===== src/rtl/coreriscv_axi4_gateway_pkg.sv =====
// Shared definitions for the CoreRISCV AXI4 interrupt gateway array.
// Holds the per-channel mode encoding and the legal parameter ranges.
package coreriscv_axi4_gateway_pkg;

  typedef enum logic {
    GW_MODE_LEVEL = 1'b0,
    GW_MODE_EDGE  = 1'b1
  } gw_mode_e;

  // Supported parameter ranges
  localparam int GW_NUM_CH_MIN      = 1;
  localparam int GW_NUM_CH_MAX      = 64;
  localparam int GW_SYNC_STAGES_MIN = 0;
  localparam int GW_SYNC_STAGES_MAX = 3;
  localparam int GW_CNT_W_MIN       = 1;
  localparam int GW_CNT_W_MAX       = 8;

endpackage


===== src/rtl/coreriscv_axi4_gateway_channel.sv =====
// Single interrupt gateway channel: optional input synchroniser, edge
// detector, saturating edge-pending counter, in-flight flag and mode register.
// Ports:
//   clk, reset        clock / async active-low reset
//   interrupt         raw interrupt source
//   mode              0 = level, 1 = edge (quasi-static)
//   enable            channel enable
//   plic_valid        request to PLIC
//   plic_ready        PLIC claim accept
//   plic_complete     PLIC completion pulse
//   pending           edge pending count
module coreriscv_axi4_gateway_channel
  import coreriscv_axi4_gateway_pkg::*;
#(
  parameter int SYNC_STAGES = 2,
  parameter int CNT_W       = 3
) (
  input  logic             clk,
  input  logic             reset,
  input  logic             interrupt,
  input  logic             mode,
  input  logic             enable,
  output logic             plic_valid,
  input  logic             plic_ready,
  input  logic             plic_complete,
  output logic [CNT_W-1:0] pending
);

  localparam logic [CNT_W-1:0] PEND_MAX = {CNT_W{1'b1}};

  logic             int_s;
  logic             prev_q;
  logic             in_flight_q;
  logic             mode_q;
  logic [CNT_W-1:0] pend_q;
  logic [CNT_W-1:0] pend_d;
  logic             edge_mode;
  logic             edge_det;
  logic             claim;
  logic             mode_chg;

  generate
    if (SYNC_STAGES == 0) begin : g_nosync
      assign int_s = interrupt;
    end else begin : g_sync
      logic [SYNC_STAGES-1:0] sync_pipe;
      always_ff @(posedge clk or negedge reset) begin
        if (!reset) begin
          sync_pipe <= '0;
        end else begin
          sync_pipe[0] <= interrupt;
          for (int i = 1; i < SYNC_STAGES; i++) sync_pipe[i] <= sync_pipe[i-1];
        end
      end
      assign int_s = sync_pipe[SYNC_STAGES-1];
    end
  endgenerate

  assign edge_mode  = (gw_mode_e'(mode) == GW_MODE_EDGE);
  assign mode_chg   = (mode_q != mode);
  // Disabled channels do not count edges; prev keeps tracking regardless.
  assign edge_det   = edge_mode & enable & int_s & ~prev_q;
  assign plic_valid = enable & ~in_flight_q & (edge_mode ? (pend_q != '0) : int_s);
  assign claim      = plic_valid & plic_ready;
  assign pending    = pend_q;

  // Edge+claim cancel out; at max an edge alone is dropped, so edge+claim at
  // max also lands on max via the cancel path.
  always_comb begin
    pend_d = pend_q;
    if (mode_chg || !edge_mode) begin
      pend_d = '0;
    end else if (edge_det && !claim) begin
      if (pend_q != PEND_MAX) pend_d = pend_q + CNT_W'(1);
    end else if (claim && !edge_det) begin
      pend_d = pend_q - CNT_W'(1);
    end
  end

  always_ff @(posedge clk or negedge reset) begin
    if (!reset) begin
      prev_q      <= 1'b0;
      in_flight_q <= 1'b0;
      mode_q      <= 1'b0;
      pend_q      <= '0;
    end else begin
      prev_q      <= int_s;
      in_flight_q <= (in_flight_q & ~plic_complete) | claim;
      mode_q      <= mode;
      pend_q      <= pend_d;
    end
  end

endmodule


===== src/rtl/coreriscv_axi4_gateway_array.sv =====
// Array of NUM_CH independent interrupt gateways feeding the PLIC.
// Ports (all buses NUM_CH wide, one bit per channel unless noted):
//   clk, reset        clock / async active-low reset
//   io_interrupt      raw interrupt sources
//   io_mode           per-channel mode, 0 = level, 1 = edge
//   io_enable         per-channel enable
//   io_plic_valid     requests to PLIC
//   io_plic_ready     PLIC claim accept
//   io_plic_complete  PLIC completion pulses
//   io_pending        NUM_CH*CNT_W packed edge pending counts, ch0 in LSBs
module coreriscv_axi4_gateway_array
  import coreriscv_axi4_gateway_pkg::*;
#(
  parameter int NUM_CH      = 8,
  parameter int SYNC_STAGES = 2,
  parameter int CNT_W       = 3
) (
  input  logic                    clk,
  input  logic                    reset,
  input  logic [NUM_CH-1:0]       io_interrupt,
  input  logic [NUM_CH-1:0]       io_mode,
  input  logic [NUM_CH-1:0]       io_enable,
  output logic [NUM_CH-1:0]       io_plic_valid,
  input  logic [NUM_CH-1:0]       io_plic_ready,
  input  logic [NUM_CH-1:0]       io_plic_complete,
  output logic [NUM_CH*CNT_W-1:0] io_pending
);

  logic [NUM_CH-1:0][CNT_W-1:0] pend;

  coreriscv_axi4_gateway_channel #(
    .SYNC_STAGES(SYNC_STAGES),
    .CNT_W      (CNT_W)
  ) u_ch [NUM_CH-1:0] (
    .clk          (clk),
    .reset        (reset),
    .interrupt    (io_interrupt),
    .mode         (io_mode),
    .enable       (io_enable),
    .plic_valid   (io_plic_valid),
    .plic_ready   (io_plic_ready),
    .plic_complete(io_plic_complete),
    .pending      (pend)
  );

  assign io_pending = pend;

endmodule


===== config.mk =====
export PLATFORM = sky130hd
export DESIGN_NAME = coreriscv_axi4_gateway_array
export DESIGN_NICKNAME = d
export VERILOG_FILES = /design/src/rtl/coreriscv_axi4_gateway_pkg.sv /design/src/rtl/coreriscv_axi4_gateway_channel.sv /design/src/rtl/coreriscv_axi4_gateway_array.sv
export SDC_FILE = /design/constraint.sdc
export NUM_CORES = 1
export LEC_CHECK = 0
export ABC_AREA = 1
export BUFFER_PORTS_ARGS = -buffer_cell sky130_fd_sc_hd__buf_2
export CELL_PAD_IN_SITES_DETAIL_PLACEMENT = 0
export CELL_PAD_IN_SITES_GLOBAL_PLACEMENT = 1
export CORE_AREA = 2 2 70 138
export CTS_BUF_LIST = sky130_fd_sc_hd__clkbuf_8 sky130_fd_sc_hd__clkbuf_16
export DETAILED_ROUTE_END_ITERATION = 8
export DIE_AREA = 0 0 72 140
export PLACE_DENSITY_LB_ADDON = 0.1
export RECOVER_POWER = 100
export SETUP_SLACK_MARGIN = 0.05
export SLEW_MARGIN = 20
export SYNTH_ARGS = -nofsm -noshare
export SYNTH_HDL_FRONTEND = slang
export SYNTH_SLANG_ARGS = --single-unit

===== constraint.sdc =====
create_clock -name clk -period 1.76 [get_ports clk]
set_clock_uncertainty 0.05 [all_clocks]
set_input_delay 0.176 -clock clk [delete_from_list [all_inputs] [get_ports clk]]
set_output_delay 0.176 -clock clk [all_outputs]
set_load 0.005 [all_outputs]

==> flow_metrics.env <==
export IMPL_arrival_ns=1.95
export IMPL_outcome="complete, no violations"
export IMPL_layout_common_cells="74 x nand2_1, 66 x buf_2, 62 x dfrtp_1"
export IMPL_final_antenna_net_count=0
export IMPL_rsz0062_at_grt="yes"
export IMPL_path_cells="nor2_4, nand3_2, and2_4, nand2_4, ha_4, inv_2, fa_2, nand2_1, nand2_1"
export IMPL_ios=74
export IMPL_dpl_worst_slack_ns=-0.0831
export IMPL_crit_path_start_kind="flip-flop"
export IMPL_clkTransAtPathRegs_ns=0.05
export IMPL_htree_levels=3
export IMPL_synthCells=374
export IMPL_slew_headroom_pct=39.9
export IMPL_layout_setup_ws_ns=0.0220
export IMPL_cts_tree="done"
export IMPL_ys_seq_area_share_pct=50.4
export IMPL_vias=2900
export IMPL_ff2ff_setup_slack_ns=0.02
export IMPL_drt_iter0_drc=72
export IMPL_drv_slew=0
export IMPL_ys_warn_count=0
export IMPL_place_hpwl_um=5410
export IMPL_cts_buffer_depth=2
export IMPL_overflow=0
export IMPL_cpMaxStageDelayCell="fa_2"
export IMPL_layout_drive_gt1_share_pct=42.7
export IMPL_antenna_found_initial=0
export IMPL_max_freq_mhz=575
export IMPL_worstSetupPathType="reg2reg"
export IMPL_track_usage_pct=16.1
export IMPL_grt_max_degree=65
export IMPL_peakVddDrop_mv=0.567
export IMPL_cp_max_fo=2
export IMPL_fin_util_pct=53.6
export IMPL_worst_slew_pin_slew_ns=0.901
export IMPL_clk_latency_ns=0.33
export IMPL_cp_num_buf_inv=1
export IMPL_r2r_end="u_ch[7].pending[1]$_DFFE_PN0P_"
export IMPL_drc=0
export IMPL_hold_viol=0
export IMPL_cp_end_kind="flip-flop"
export IMPL_crit_required_ns=1.98
export IMPL_root_buffer="clkbuf_16"
export IMPL_crit_top_cell="nand2_1"
export IMPL_startpoint="u_ch[7].pending[0]$_DFFE_PN0P_"
export IMPL_min_path_type="in2reg"
export IMPL_place_congestion=0.830
export IMPL_portBuffers=73
export IMPL_grt_pass1_vias=2957
export IMPL_syn_to_final_growth_pct=52.1
export IMPL_p_leak_nw=2.50
export IMPL_core_area_sq_um=9010
export IMPL_layout_commonest_cell="nand2_1"
export IMPL_synth_cell_area_sq_um=3180
export IMPL_diodes=0
export IMPL_rows=49
export IMPL_start_util_pct=35.3
export IMPL_powerDensity_nw_per_um2=796
export IMPL_vias_per_cell=4.60
export IMPL_fin_crit_sh_pct=98.8
export IMPL_die_area_sq_um=10100
export IMPL_crit_end="u_ch[7].pending[1]$_DFFE_PN0P_"
export IMPL_cp_num_cells=9
export IMPL_cts_sinks=64
export IMPL_synth_cell_types=17
export IMPL_worstReg2RegStart="u_ch[7].pending[0]$_DFFE_PN0P_"
export IMPL_grt_pass1_wl_um=12700
export IMPL_drt_pass1_iter_count=4
export IMPL_total_power_mw=3.85
export IMPL_drv_cap=0
export IMPL_nets=582
export IMPL_cp_top_family="adder cells"
export IMPL_synth_nets=432
export IMPL_die_y_um=140
export IMPL_fp_dieW_um=72
export IMPL_wirelength_um=7770
export IMPL_rr_worst_depth=9
export IMPL_drt_wirelength_per_cell_um=12.3
export IMPL_yosys_register_bits=64
export IMPL_cts_buffers=9
export IMPL_setup_viol=0
export IMPL_slowest_delay_ns=0.51
export IMPL_avgSynthCellArea_sq_um=8.50
export IMPL_min_period_ns=1.74
worst min path at each step:
stage,startpoint,to,cells past startpoint
final,io_plic_complete[3],u_ch[3].in_flight_q$_DFF_PN0_,3
after global routing,io_plic_complete[7],u_ch[7].in_flight_q$_DFF_PN0_,3
after CTS,io_plic_complete[3],u_ch[3].in_flight_q$_DFF_PN0_,3
after floorplan,reset,u_ch[0].g_sync.sync_pipe[0]$_DFF_PN0_,0
after detailed placement,reset,u_ch[5].pending[2]$_DFFE_PN0P_,2
after global placement,reset,u_ch[5].pending[2]$_DFFE_PN0P_,2
report_power, final:
| group | internal (mW) | switching, mW |
|---|---|---|
| logic | 0.286 | 0.297 |
| clock network | 1.07 | 0.610 |
| registers | 1.55 | 0.0340 |
| total | 2.90 | 0.942 |
metrics by stage:
step | instance area [sq um] | setup TNS [ns] | hold slack, ns | cells
after floorplan | 3200 | 0 | -0.170 | 374
after global placement | 3900 | -0.253 | 0.171 | 575
after detailed placement | 3900 | -0.475 | 0.171 | 575
after CTS | 4570 | 0 | 0.0294 | 625
after global routing | 4830 | -0.465 | 0.0487 | 631
final | 4830 | 0 | 0.0403 | 631
final cells by class:
cell class / count / area, sq um
clock inverter: 7 / 56.3
tap: 102 / 128
multi-input combinational: 238 / 1600
clock buffer: 9 / 225
fill: 867 / 4180
sequential: 64 / 1600
timing repair buffer: 147 / 967
inverter: 64 / 250
synthesized netlist by cell type, drive strengths merged:
| cell | count | share of area (%) |
|---|---|---|
| inv | 64 | 7.6 |
| nand4 | 6 | 1.2 |
| a21oi | 18 | 2.8 |
| or2 | 2 | 0.39 |
| fa | 8 | 5.0 |
| nor3 | 2 | 0.63 |
| nand3 | 24 | 3.8 |
| o21ai | 24 | 3.8 |
| nand3b | 2 | 0.47 |
| o21bai | 8 | 1.9 |
| nand2 | 84 | 9.9 |
| dfrtp | 64 | 50 |
| ha | 8 | 3.1 |
| buf | 8 | 1.9 |
| and2 | 8 | 1.6 |
| nor2 | 44 | 5.5 |
state kept, by name, summed over array words and instances (netlist names):
name / flops
u_ch.mode_q: 8
u_ch.pending: 24
u_ch.prev_q: 8
u_ch.in_flight_q: 8
u_ch.g_sync.sync_pipe: 16
layer usage:
layer | track usage [%] | up-vias | part of all wire [%]
li1 | - | 1469 | -
met1 | 16.8 | 1364 | 38
met2 | 29.7 | 57 | 56
met3 | 4.32 | 10 | 4.1
met4 | 6.26 | 0 | 1.7
met5 | 0 | - | 0
cells by family after synthesis:
family	Yosys count	synth area share, %
flip-flops	64	50.4
buffers and inverters	72	9.45
AO/OA/AOI/OAI	50	8.50
AND/OR/NAND/NOR	172	23.5
adder cells (fa/ha/maj)	16	8.19
what timing repair did:
action | CTS | global route
hold buffers | 22 | 0
setup endpoints to repair | 17 | 25
gates resized for setup | 40 | 71
setup buffers | 12 | 7
pin swaps | 23 | 32
hold endpoints to repair | 85 | 0
worst min-delay path, cell delays in order:
cell and delay, ns:
buf_2 0.07, or2_2 0.09, nand2_1 0.04
No activity file was read; power rests on OpenSTA's default activity.
